**src/rtl/perf_counter_bank_pkg.sv**
```systemverilog
// Shared address map, control-bit positions and decode helper for the
// performance counter bank.
package perf_counter_bank_pkg;

    // Word-aligned register addresses; counter i lives at cnt_base + 4*i.
    typedef enum logic [7:0] {
        cnt_base    = 8'h00,
        perf_status = 8'hF8,
        perf_ctrl   = 8'hFC
    } counter_addr;

    localparam int PERF_CTRL_FREEZE = 0;
    localparam int PERF_CTRL_CLEAR  = 1;

    // True when two byte addresses fall in the same 32-bit word.
    function automatic logic addr_hit(input logic [7:0] addr, input logic [7:0] target);
        return (addr & 8'hFC) == (target & 8'hFC);
    endfunction

endpackage

```
**src/rtl/perf_counter.sv**
```systemverilog
// One performance counter: increment adder, wrap/saturate handling,
// clear/load/freeze priority and overflow detection.
module perf_counter #(
    parameter int CNT_WIDTH = 32,
    parameter int INC_WIDTH = 1,
    parameter int SATURATE  = 0
) (
    input  logic                 clk,
    input  logic                 rst_n,
    input  logic                 clear_i,
    input  logic                 load_i,
    input  logic [CNT_WIDTH-1:0] load_val_i,
    input  logic                 freeze_i,
    input  logic [INC_WIDTH-1:0] inc_i,
    output logic [CNT_WIDTH-1:0] count,
    output logic                 ovf_event
);

    // Adder is wide enough for the carry even when the increment is wider
    // than the counter itself.
    localparam int SUM_W = (CNT_WIDTH >= INC_WIDTH) ? CNT_WIDTH + 1 : INC_WIDTH + 1;

    logic [CNT_WIDTH-1:0] cnt_q;
    logic [CNT_WIDTH-1:0] cnt_d;
    logic [SUM_W-1:0]     sum_s;
    logic                 carry_s;

    // Next count: clear beats load beats freeze beats accumulate.
    always_comb begin
        sum_s     = SUM_W'(cnt_q) + SUM_W'(inc_i);
        carry_s   = |sum_s[SUM_W-1:CNT_WIDTH];
        cnt_d     = cnt_q;
        ovf_event = 1'b0;
        if (clear_i) begin
            cnt_d = {CNT_WIDTH{1'b0}};
        end else if (load_i) begin
            cnt_d = load_val_i;
        end else if (freeze_i) begin
            cnt_d = cnt_q;
        end else if (carry_s) begin
            ovf_event = 1'b1;
            if (SATURATE != 0) begin
                cnt_d = {CNT_WIDTH{1'b1}};
            end else begin
                cnt_d = sum_s[CNT_WIDTH-1:0];
            end
        end else begin
            cnt_d = sum_s[CNT_WIDTH-1:0];
        end
    end

    // Counter state register.
    always_ff @(posedge clk or negedge rst_n) begin
        if (!rst_n) begin
            cnt_q <= {CNT_WIDTH{1'b0}};
        end else begin
            cnt_q <= cnt_d;
        end
    end

    assign count = cnt_q;

endmodule

```
**src/rtl/perf_counter_bank.sv**
```systemverilog
// Memory-mapped bank of performance counters with sticky overflow flags,
// global freeze and global clear. Reads and writes answer one cycle later.
module perf_counter_bank
    import perf_counter_bank_pkg::*;
#(
    parameter int NUM_CNT   = 11,
    parameter int CNT_WIDTH = 32,
    parameter int INC_WIDTH = 1,
    parameter int SATURATE  = 0
) (
    input  logic                         clk,
    input  logic                         rst_n,
    input  logic [NUM_CNT*INC_WIDTH-1:0] event_inc,
    input  logic                         mem_read,
    input  logic                         mem_write,
    input  logic [7:0]                   mem_address,
    input  logic [31:0]                  mem_wdata,
    output logic [31:0]                  mem_rdata,
    output logic                         mem_resp
);

    logic [CNT_WIDTH-1:0] count_s [NUM_CNT];
    logic [NUM_CNT-1:0]   ovf_evt_s;
    logic [NUM_CNT-1:0]   load_s;
    logic [NUM_CNT-1:0]   ovf_q;
    logic [NUM_CNT-1:0]   ovf_d;
    logic                 freeze_q;
    logic                 freeze_d;
    logic                 resp_q;
    logic                 resp_d;
    logic [31:0]          rdata_q;
    logic [31:0]          rdata_d;
    logic                 rd_s;
    logic                 status_wr_s;
    logic                 ctrl_wr_s;
    logic                 clear_all_s;
    logic                 unused_s;

    // Not every write-data bit reaches a register for every parameter set.
    assign unused_s = ^mem_wdata;

    // Address decode; a simultaneous read and write is treated as a write.
    always_comb begin
        rd_s        = mem_read & ~mem_write;
        status_wr_s = mem_write & addr_hit(mem_address, perf_status);
        ctrl_wr_s   = mem_write & addr_hit(mem_address, perf_ctrl);
        clear_all_s = ctrl_wr_s & mem_wdata[PERF_CTRL_CLEAR];
        for (int i = 0; i < NUM_CNT; i++) begin
            load_s[i] = mem_write & addr_hit(mem_address, 8'(4 * i));
        end
    end

    for (genvar g = 0; g < NUM_CNT; g++) begin : g_cnt
        perf_counter #(
            .CNT_WIDTH (CNT_WIDTH),
            .INC_WIDTH (INC_WIDTH),
            .SATURATE  (SATURATE)
        ) u_cnt (
            .clk        (clk),
            .rst_n      (rst_n),
            .clear_i    (clear_all_s),
            .load_i     (load_s[g]),
            .load_val_i (mem_wdata[CNT_WIDTH-1:0]),
            .freeze_i   (freeze_q),
            .inc_i      (event_inc[g*INC_WIDTH +: INC_WIDTH]),
            .count      (count_s[g]),
            .ovf_event  (ovf_evt_s[g])
        );
    end

    // Sticky flags (set wins over write-1-to-clear) and freeze control.
    always_comb begin
        if (clear_all_s) begin
            ovf_d = {NUM_CNT{1'b0}};
        end else if (status_wr_s) begin
            ovf_d = (ovf_q & ~mem_wdata[NUM_CNT-1:0]) | ovf_evt_s;
        end else begin
            ovf_d = ovf_q | ovf_evt_s;
        end
        if (ctrl_wr_s) begin
            freeze_d = mem_wdata[PERF_CTRL_FREEZE];
        end else begin
            freeze_d = freeze_q;
        end
    end

    // Response data, taken from the state before this edge's update.
    always_comb begin
        resp_d  = mem_read | mem_write;
        rdata_d = 32'h0;
        if (!rd_s) begin
            rdata_d = 32'h0;
        end else if (addr_hit(mem_address, perf_status)) begin
            rdata_d = 32'(ovf_q);
        end else if (addr_hit(mem_address, perf_ctrl)) begin
            rdata_d = {31'h0, freeze_q};
        end else begin
            for (int i = 0; i < NUM_CNT; i++) begin
                if (addr_hit(mem_address, 8'(4 * i))) begin
                    rdata_d = 32'(count_s[i]);
                end else begin
                    rdata_d = rdata_d;
                end
            end
        end
    end

    // Status, control and response registers.
    always_ff @(posedge clk or negedge rst_n) begin
        if (!rst_n) begin
            ovf_q    <= {NUM_CNT{1'b0}};
            freeze_q <= 1'b0;
            resp_q   <= 1'b0;
            rdata_q  <= 32'h0;
        end else begin
            ovf_q    <= ovf_d;
            freeze_q <= freeze_d;
            resp_q   <= resp_d;
            rdata_q  <= rdata_d;
        end
    end

    assign mem_resp  = resp_q;
    assign mem_rdata = rdata_q;

endmodule

```
**config.mk**
```make
export PLATFORM = sky130hd
export DESIGN_NAME = perf_counter_bank
export DESIGN_NICKNAME = d
export VERILOG_FILES = /design/src/rtl/perf_counter_bank_pkg.sv /design/src/rtl/perf_counter.sv /design/src/rtl/perf_counter_bank.sv
export SDC_FILE = /design/constraint.sdc
export NUM_CORES = 1
export LEC_CHECK = 0
export ABC_AREA = 1
export ABC_CLOCK_PERIOD_IN_PS = 2600
export BUFFER_PORTS_ARGS = -buffer_cell sky130_fd_sc_hd__clkbuf_2
export CORE_ASPECT_RATIO = 1.75
export CORE_MARGIN = 2
export CORE_UTILIZATION = 60
export DETAILED_ROUTE_END_ITERATION = 6
export GPL_TIMING_DRIVEN = 0
export PLACE_DENSITY_LB_ADDON = 0.3
export SLEW_MARGIN = 20
export SYNTH_ARGS = -nofsm -noshare
export SYNTH_HDL_FRONTEND = slang
export SYNTH_SLANG_ARGS = --single-unit
```
**constraint.sdc**
```tcl
create_clock -name clk -period 2.6 [get_ports clk]
set_input_delay 0.52 -clock clk [delete_from_list [all_inputs] [get_ports clk]]
set_output_delay 0.52 -clock clk [all_outputs]
set_load 0.01 [all_outputs]
```
==> flow_metrics.env, run 1 <==
export IMPL_status="aborted with a tool error"
export IMPL_stop_stage="global routing (5_1_grt)"
export IMPL_tool_error="[ERROR GRT-0116] Global routing finished with congestion. Check the congestion regions in the DRC Viewer."
export IMPL_place_inst=5330
export IMPL_numCtsBuffers=42
export IMPL_yosys_warnings=0
export IMPL_groute_usage_overall_pct=66.9
export IMPL_synth_area_um2=29800
export IMPL_grt_pass1_wl_mm=254
export IMPL_clock_path_buffers=3
export IMPL_grt_overflow_total=38
export IMPL_detailed_place_hpwl_mm=119
export IMPL_grt_pass1_vias=37800
export IMPL_clock_tree_root_cell="clkbuf_16"
export IMPL_finalWeightedCongestion=1.25
export IMPL_i_o_buffers=81
export IMPL_synth_nets=4659
export IMPL_post_synth_cell_area_avg_um2=6.51
export IMPL_die_span_y_um=299
export IMPL_netlist_instances=4582
export IMPL_synth_edf_count=0
export IMPL_async_flop_share_pct=100
export IMPL_synth_seq_area_share_pct=33.3
export IMPL_initial_core_util_pct=60.5
export IMPL_cts_htree_levels=2
export IMPL_core_rowCount=108
export IMPL_dieWidth_um=173
export IMPL_grt_max_degree=91
export IMPL_dpl_cell_area_um2=31300
export IMPL_design_portCount=88
export IMPL_cts_sinks=397
export IMPL_synth_ff_type="dfrtp_1"
export IMPL_synth_cell_type_count=49
export IMPL_synth_seq_cells=397
[synthesized netlist by cell type, types with 22 or more instances]
| cell type | number | area, um^2 |
|---|---|---|
| o21ai_1 | 29 | 145 |
| xor2_1 | 185 | 1620 |
| nand4_1 | 106 | 663 |
| nor3_1 | 211 | 1060 |
| o22ai_1 | 85 | 532 |
| inv_2 | 22 | 82.6 |
| a21oi_1 | 181 | 906 |
| nand2_1 | 1319 | 4950 |
| o211ai_1 | 29 | 218 |
| nor4_1 | 63 | 394 |
| o2111ai_1 | 42 | 368 |
| nor2_1 | 397 | 1490 |
| dfrtp_1 | 397 | 9930 |
| clkbuf_1 | 132 | 495 |
| nand3_1 | 274 | 1370 |
| o21ai_0 | 463 | 2320 |
| ha_1 | 22 | 275 |
| inv_1 | 420 | 1580 |
| xnor2_1 | 30 | 263 |
| buf_2 | 48 | 240 |
[per-layer routing]
layer | global-route usage [%] | GRT overflow
met5 | 8.61 | 0
met4 | 77.2 | 12
met3 | 37.9 | 1
met2 | 92.6 | 25
met1 | 64.6 | 0
[repair_timing]
item	4_1_cts
resized for setup	20
pin swaps	4
hold buffers	1
setup endpoints to repair	69
buffers inserted	2
endpoints found under the hold margin	53
[per-stage QoR]
| step | TNS (ps) | worst slack [ps] | util (%) | hold slack (ps) |
|---|---|---|---|---|
| after global placement | -3301070 | -8110 | 63.0 | 499 |
| after detailed placement | -118280 | -895 | 63.4 | 511 |
| after CTS | 0 | 3.45 | 66.5 | 157 |
| after floorplan | 0 | 405 | - | 224 |
[logic make-up after synthesis]
group	after synthesis	synth area share, %
AOI/OAI and AO/OA	860	15.9
DFF	397	33.3
muxes	2	0.0671
adders and majority gates	22	0.922
and+or+nand+nor	2424	34.9
buffers and inverters	662	8.61
xor gates and xnor gates	215	6.31
==> inputs of run 2 (changes only) <==
--- a/config.mk
+++ b/config.mk
@@ -8,12 +8,11 @@
 export ABC_AREA = 1
 export ABC_CLOCK_PERIOD_IN_PS = 2600
 export BUFFER_PORTS_ARGS = -buffer_cell sky130_fd_sc_hd__clkbuf_2
-export CORE_ASPECT_RATIO = 1.75
 export CORE_MARGIN = 2
-export CORE_UTILIZATION = 60
+export CORE_UTILIZATION = 40
 export DETAILED_ROUTE_END_ITERATION = 6
 export GPL_TIMING_DRIVEN = 0
-export PLACE_DENSITY_LB_ADDON = 0.3
+export PLACE_DENSITY_LB_ADDON = 0.15
 export SLEW_MARGIN = 20
 export SYNTH_ARGS = -nofsm -noshare
 export SYNTH_HDL_FRONTEND = slang
==> run 2 against run 1 <==
  * The flow now finishes, with violations (design-rule violations, negative setup slack)
  * Synthesized cell count unchanged
  * Area after synthesis stayed put
==> flow_metrics.env, run 2 <==
export IMPL_status="complete, but fails checks"
export IMPL_violated_checks="design-rule violations, negative setup slack"
export IMPL_initial_core_util_pct=40.2
export IMPL_netlist_instances=4582
export IMPL_antenna_violations_before_repair=16
export IMPL_finalCoreUtilization_pct=45.7
export IMPL_setup_worst_path_start_class="primary input"
export IMPL_slew_headroom_pct=17.2
export IMPL_worst_setup_path_type="in -> reg"
export IMPL_final_layout_size_suffix_gt1_share_pct=7.86
export IMPL_part_of_the_cycle_the_worst_path_needs_pct=107
export IMPL_most_frequent_cells_in_the_layout="nand2_1 (1316), o21ai_0 (458), inv_1 (417)"
export IMPL_dieWidth_um=277
export IMPL_dr_first_iter_drc_count=5072
export IMPL_ir_worst_vdd_mv=0.594
export IMPL_power_switching_uw=12300
export IMPL_core_rowCount=100
export IMPL_grt_pass1_vias=32300
export IMPL_clock_tree_root_cell="clkbuf_16"
export IMPL_power_sequential_fraction_pct=41.3
export IMPL_report_final_slew_viol_count=0
export IMPL_die_span_y_um=277
export IMPL_post_route_drc_count=24
export IMPL_groute_usage_overall_pct=41.9
export IMPL_floorplan_die_area_um2=76800
export IMPL_synth_ff_type="dfrtp_1"
export IMPL_synth_cell_type_count=49
export IMPL_cell_internal_pwr_uw=15100
export IMPL_final_setup_skew_ps=23.4
export IMPL_final_setup_worst_slack_ps=-170
export IMPL_finalNetCount=4810
export IMPL_yosys_warnings=0
export IMPL_vias_per_cell=6.14
export IMPL_numCtsBuffers=52
export IMPL_ys_top_cells_by_area="dfrtp_1 (33%), nand2_1 (17%), o21ai_0 (7.8%)"
export IMPL_synth_seq_cells=397
export IMPL_later_pin_clock_latency_in_the_skew_report_ps=640
export IMPL_dpl_cell_area_um2=31900
export IMPL_grt_pass1_wl_mm=233
export IMPL_setup_tns_ps=-880
export IMPL_netlist_top_cells_count="nand2_1 (1319), o21ai_0 (463), inv_1 (420), dfrtp_1 (397), nor2_1 (397)"
export IMPL_clk_transition_reported_paths_ps=60
export IMPL_synth_nets=4659
export IMPL_crit_path_end_kind="flop"
export IMPL_grt_max_degree=86
export IMPL_fin_area_um2=33900
export IMPL_place_inst=5647
export IMPL_comb_power_share_pct=31.9
export IMPL_netlist_top_cell_by_area="dfrtp_1"
export IMPL_cts_sinks=397
export IMPL_detailed_place_hpwl_mm=126
export IMPL_synth_area_um2=29800
export IMPL_area_growth_syn_to_layout_pct=13.5
export IMPL_synth_top_area_share_pct=33.3
export IMPL_layout_cells_non_filler=5755
export IMPL_yosys_cell_count_top_type="nand2_1"
export IMPL_design_power_total_uw=27500
export IMPL_dr_pass1_iters=7
export IMPL_async_flop_share_pct=100
export IMPL_timing_final_crit_period_ps=2770
export IMPL_drv_cap=0
export IMPL_largest_reg_flops=352
export IMPL_drt_antenna_violating_nets=0
export IMPL_max_freq_ghz=0.361
export IMPL_worst_slew_pin_transition_ps=1240
export IMPL_layout_cells_most_common="nand2_1"
export IMPL_cts_tree="yes"
export IMPL_clock_path_buffers=3
export IMPL_clockPowerShare_pct=26.8
export IMPL_leakage_uw=0.0151
export IMPL_i_o_buffers=81
export IMPL_timing_final_setup_violations=21
export IMPL_hold_path_class="in -> reg"
export IMPL_synth_edf_count=0
export IMPL_synth_seq_area_share_pct=33.3
export IMPL_cts_htree_levels=2
export IMPL_finalWeightedCongestion=1.06
export IMPL_design_portCount=88
export IMPL_crit_required_ps=3130
export IMPL_core_area_um2=74200
export IMPL_wirelength_mm=165
export IMPL_pwr_density_cell_nw_per_um2=810
export IMPL_crit_path_max_fanout=19
export IMPL_netSwitchingFraction_pct=44.8
export IMPL_grt_overflow_total=0
export IMPL_routedWlPerCell_um=28.7
export IMPL_worst_ep_arrival_time_ps=3300
export IMPL_post_synth_cell_area_avg_um2=6.51
export IMPL_timing_hold_violations_final=0
export IMPL_detailroute_via_count=35300
[run 2: cell counts after synthesis]
Identical to the previous run, type by type.
[run 2: worst max-delay path, stage by stage]
cell	delay [ps]
clkbuf_2	170
nand2_1	280
inv_2	130
nand3_1	130
buf_2	310
nor2_1	120
nor3_2	410
nand3_1	240
o21ai_0	250
nand4_1	450
nand2_2	210
inv_1	50
[run 2: kinds of logic after synthesis]
| logic type | after synthesis | synth area share, % |
|---|---|---|
| and+or+nand+nor | 2424 | 34.9 |
| adders and majority gates | 22 | 0.922 |
| AOI/OAI and AO/OA | 860 | 15.9 |
| xor gates and xnor gates | 215 | 6.31 |
| muxes | 2 | 0.0671 |
| DFF | 397 | 33.3 |
| buffers and inverters | 662 | 8.61 |
[run 2: area by class of cell]
| cell class | instances | area (um^2) |
|---|---|---|
| inverter | 456 | 1720 |
| clock buffer | 79 | 1510 |
| buffer | 205 | 900 |
| tap | 969 | 1210 |
| multi-input combinational | 3523 | 17600 |
| clock inverter | 13 | 150 |
| timing repair buffer | 98 | 837 |
| antenna | 15 | 37.5 |
| sequential | 397 | 9930 |
| fill | 7989 | 40300 |
[run 2: stage by stage]
step / hold WS [ps] / setup WS (ps)
floorplan: 224 / 405
global route: 165 / -28.6
finish: 132 / -170
global placement: 500 / -8800
CTS: 111 / 0.383
detailed placement: 416 / -1150
[run 2: final timing paths]
path | to | from | slack, ps | depth (start not counted)
worst max-delay path | mem_rdata[15]$_DFF_PN0_ | mem_address[2] | -170 | 12
worst min-delay path | g_cnt[10].u_cnt.count[27]$_DFFE_PN0P_ | mem_wdata[27] | 130 | 3
worst max register to register | mem_rdata[15]$_DFF_PN0_ | g_cnt[0].u_cnt.count[15]$_DFFE_PN0P_ | 20 | 8
worst min register to register | g_cnt[3].u_cnt.count[19]$_DFFE_PN0P_ | g_cnt[3].u_cnt.count[19]$_DFFE_PN0P_ | 520 | 2
max in group asynchronous | mem_rdata[27]$_DFF_PN0_ | rst_n | 1150 | 4
min in group asynchronous | g_cnt[1].u_cnt.count[16]$_DFFE_PN0P_ | rst_n | 320 | 2
[run 2: what timing repair did]
item	4_1_cts	5_1_grt
endpoints found under the hold margin	21	0
gates resized for setup	19	70
setup buffers	0	1
pin swaps	3	10
hold buffers	1	0
endpoints found under the setup margin	67	74
[run 2: layer usage]
layer	global-route usage, %	part of all wire (%)	routed length [um]	up-vias
met4	21.1	5.4	8900	8
met1	58.4	41	68400	16900
met2	58.1	40	65800	2367
li1	-	-	-	15600
met3	13.2	13	22200	409
met5	0	0.033	55	-
[run 2: power groups by stage]
| stage | combinational (uW) | sequential [uW] | clock, uW |
|---|---|---|---|
| after floorplan | 5890 | 9920 | 0 |
| after global placement | 8200 | 11200 | 0 |
| after detailed placement | 8360 | 11200 | 0 |
| after CTS | 8410 | 11100 | 7400 |
| after global routing | 9660 | 11500 | 7590 |
| final | 8750 | 11300 | 7370 |
Note: power is estimated with default switching activity, not from simulation.
==> inputs of run 3 (changes only) <==
--- a/config.mk
+++ b/config.mk
@@ -13,6 +13,7 @@
 export DETAILED_ROUTE_END_ITERATION = 6
 export GPL_TIMING_DRIVEN = 0
 export PLACE_DENSITY_LB_ADDON = 0.15
+export REMOVE_ABC_BUFFERS = 1
 export SLEW_MARGIN = 20
 export SYNTH_ARGS = -nofsm -noshare
 export SYNTH_HDL_FRONTEND = slang
==> run 3 against run 2 <==
  * The run ends with negative setup slack left
  * Register-to-register slack improved by 80 ps
  * Sequential share of layout area up 0.31 points
  * Fmax up 1.1%
  * Sequential power about the same
  * Clock-buffer cell count shrank 1
  * Highest routed layer unchanged
  * Global-route usage fell by 5.0 points
  * Largest power group unchanged
  * Design area shrank 0.99%
==> flow_metrics.env, run 3 (synthesis gave the netlist of run 2 again) <==
export IMPL_top_delay_family_on_crit_path="simple AND/OR/NAND/NOR gates"
export IMPL_leakage_uw=0.0149
export IMPL_ff_to_ff_start="g_cnt[1].u_cnt.count[13]$_DFFE_PN0P_"
export IMPL_critical_path_cell_count=13
export IMPL_dr_first_iter_drc_count=4652
export IMPL_pwr_density_cell_nw_per_um2=799
export IMPL_layout_cells_non_filler=5579
export IMPL_grt_overflow_total=0
export IMPL_grt_max_degree=88
export IMPL_dpl_cell_area_um2=31100
export IMPL_worst_path_largest_cell_delay_ps=610
export IMPL_reg2reg_setup_slack_ps=100
export IMPL_clk_transition_reported_paths_ps=60
export IMPL_clock_path_buffers=3
export IMPL_floorplan_die_area_um2=76800
export IMPL_core_rowCount=100
export IMPL_crit_path_end_kind="flop"
export IMPL_worst_ep_arrival_time_ps=3250
export IMPL_grt_pass1_wl_mm=209
export IMPL_finalNetCount=4642
export IMPL_fin_area_um2=33600
export IMPL_die_span_y_um=277
export IMPL_detailed_place_hpwl_mm=101
export IMPL_detailroute_via_count=33100
export IMPL_setup_tns_ps=-284
export IMPL_groute_usage_overall_pct=36.9
export IMPL_post_route_drc_count=0
export IMPL_finalWeightedCongestion=1.01
export IMPL_antenna_violations_before_repair=13
export IMPL_max_freq_ghz=0.365
export IMPL_rr_worst_depth=8
export IMPL_worst_setup_path_type="in -> reg"
export IMPL_area_growth_syn_to_layout_pct=12.4
export IMPL_timing_final_setup_violations=11
export IMPL_clock_tree_root_cell="clkbuf_16"
export IMPL_final_setup_skew_ps=22.7
export IMPL_critical_path_endpoint="mem_rdata[13]$_DFF_PN0_"
export IMPL_violated_checks="negative setup slack"
export IMPL_i_o_buffers=85
export IMPL_part_of_the_cycle_the_worst_path_needs_pct=105
export IMPL_most_frequent_cells_in_the_layout="nand2_1 (1303), o21ai_0 (459), inv_1 (403)"
export IMPL_drv_cap=0
export IMPL_timing_rr_end="mem_rdata[13]$_DFF_PN0_"
export IMPL_core_area_um2=74200
export IMPL_fin_hold_ws_ps=152
export IMPL_setup_worst_path_start_class="primary input"
export IMPL_hold_path_class="in -> reg"
export IMPL_cts_htree_levels=2
export IMPL_crit_path_max_fanout=6
export IMPL_worst_slew_pin_transition_ps=1230
export IMPL_timing_final_crit_period_ps=2740
export IMPL_ir_worst_vdd_mv=0.603
export IMPL_vias_per_cell=5.93
export IMPL_drt_antenna_violating_nets=0
export IMPL_design_power_total_uw=26800
export IMPL_largest_reg_flops=352
export IMPL_layout_cells_most_common="nand2_1"
export IMPL_cts_sinks=397
export IMPL_routedWlPerCell_um=26.1
export IMPL_initial_core_util_pct=40.2
export IMPL_dr_pass1_iters=6
export IMPL_report_final_slew_viol_count=0
export IMPL_final_layout_size_suffix_gt1_share_pct=7.60
export IMPL_critical_path_n_buffers_inverters=4
export IMPL_grt_pass1_vias=30300
export IMPL_numCtsBuffers=52
export IMPL_timing_critical_path_slowest_stage_cell="nor3_1"
export IMPL_slew_headroom_pct=17.7
export IMPL_timing_hold_violations_final=0
export IMPL_cts_tree="yes"
export IMPL_wirelength_mm=146
export IMPL_status="complete, but fails checks"
export IMPL_worst_setup_path_startpoint="mem_address[4]"
export IMPL_final_setup_worst_slack_ps=-139
export IMPL_crit_required_ps=3110
export IMPL_dieWidth_um=277
export IMPL_worst_path_cell_trace="clkbuf_2, nor2_4, buf_4, inv_1, nor2_4, nand2_1, o21ai_0, nor3_1, nand3_1, o21ai_0, nand4_1, nand2_1, inv_1"
export IMPL_place_inst=5446
export IMPL_design_portCount=88
export IMPL_later_pin_clock_latency_in_the_skew_report_ps=630
run 3: cell types whose count changed in the layout (fill, tap and decap cells not counted), sizes merged:
cell | previous run | this run
diode | 15 | 5
clkinv | 20 | 23
clkinvlp | 2 | 9
nor2 | 412 | 419
buf | 85 | 38
clkbuf | 295 | 164
clkdlybuf4s15 | 1 | 0
bufbuf | 0 | 2
inv | 445 | 439
run 3: through the flow:
step | setup WS (ps) | utilization (%)
3_5_place_dp | -2070 | 41.9
6_report | -139 | 45.2
4_1_cts | 2.33 | 44.9
3_3_place_gp | -9060 | 41.3
2_1_floorplan | -1620 | -
5_1_grt | -6.89 | 45.2
run 3: timing repair:
item / in CTS / in global routing
endpoints found under the setup margin: 380 / 186
hold endpoints to repair: 35 / 0
gates cloned: 8 / 3
resized for setup: 66 / 44
hold buffers: 1 / 0
pin swaps: 12 / 7
buffers inserted: 17 / 5
run 3: worst reg2reg max path, cell delays in order (launching register included):
cell and delay [ps]:
dfrtp_1 440, nand2_1 150, o21ai_0 160, nor3_1 610, nand3_1 250, o21ai_0 270
nand4_1 330, nand2_1 140, inv_1 50
run 3: layout make-up:
class                      count  area [um^2]
antenna                        5         12.5
clock buffer                  78         1540
clock inverter                16          145
fill                        7925        40600
inverter                     456         1790
multi-input combinational   3530        17800
sequential                   397         9940
tap                          969         1210
timing repair buffer         127         1150
timing repair inverter         1         7.51
run 3: report_power, final:
group          switching, uW  total [uW]  internal [uW]
Combinational           5450        8130           2680
Clock                   3080        7340           4270
Sequential              3180       11300           8160
Total                  11700       26800          15100
run 3: worst min-delay path by stage:
stage                                        start                                     to  cells past startpoint
2_1_floorplan                                rst_n                   freeze_q$_DFFE_PN0P_                      0
3_3_place_gp   g_cnt[1].u_cnt.count[0]$_DFFE_PN0P_    g_cnt[1].u_cnt.count[0]$_DFFE_PN0P_                      2
3_5_place_dp                                 rst_n    g_cnt[5].u_cnt.count[0]$_DFFE_PN0P_                      1
4_1_cts                              mem_wdata[27]  g_cnt[10].u_cnt.count[27]$_DFFE_PN0P_                      3
5_1_grt                                   mem_read                     mem_resp$_DFF_PN0_                      3
6_report                                  mem_read                     mem_resp$_DFF_PN0_                      3
run 3: per-layer routing:
| layer | vias up | wire length, um | GRT usage (%) |
|---|---|---|---|
| met5 | - | 37 | 0 |
| met4 | 6 | 7560 | 16.8 |
| met3 | 295 | 16200 | 8.39 |
| met2 | 1735 | 60900 | 53.8 |
| met1 | 15800 | 60900 | 51.8 |
| li1 | 15300 | - | - |
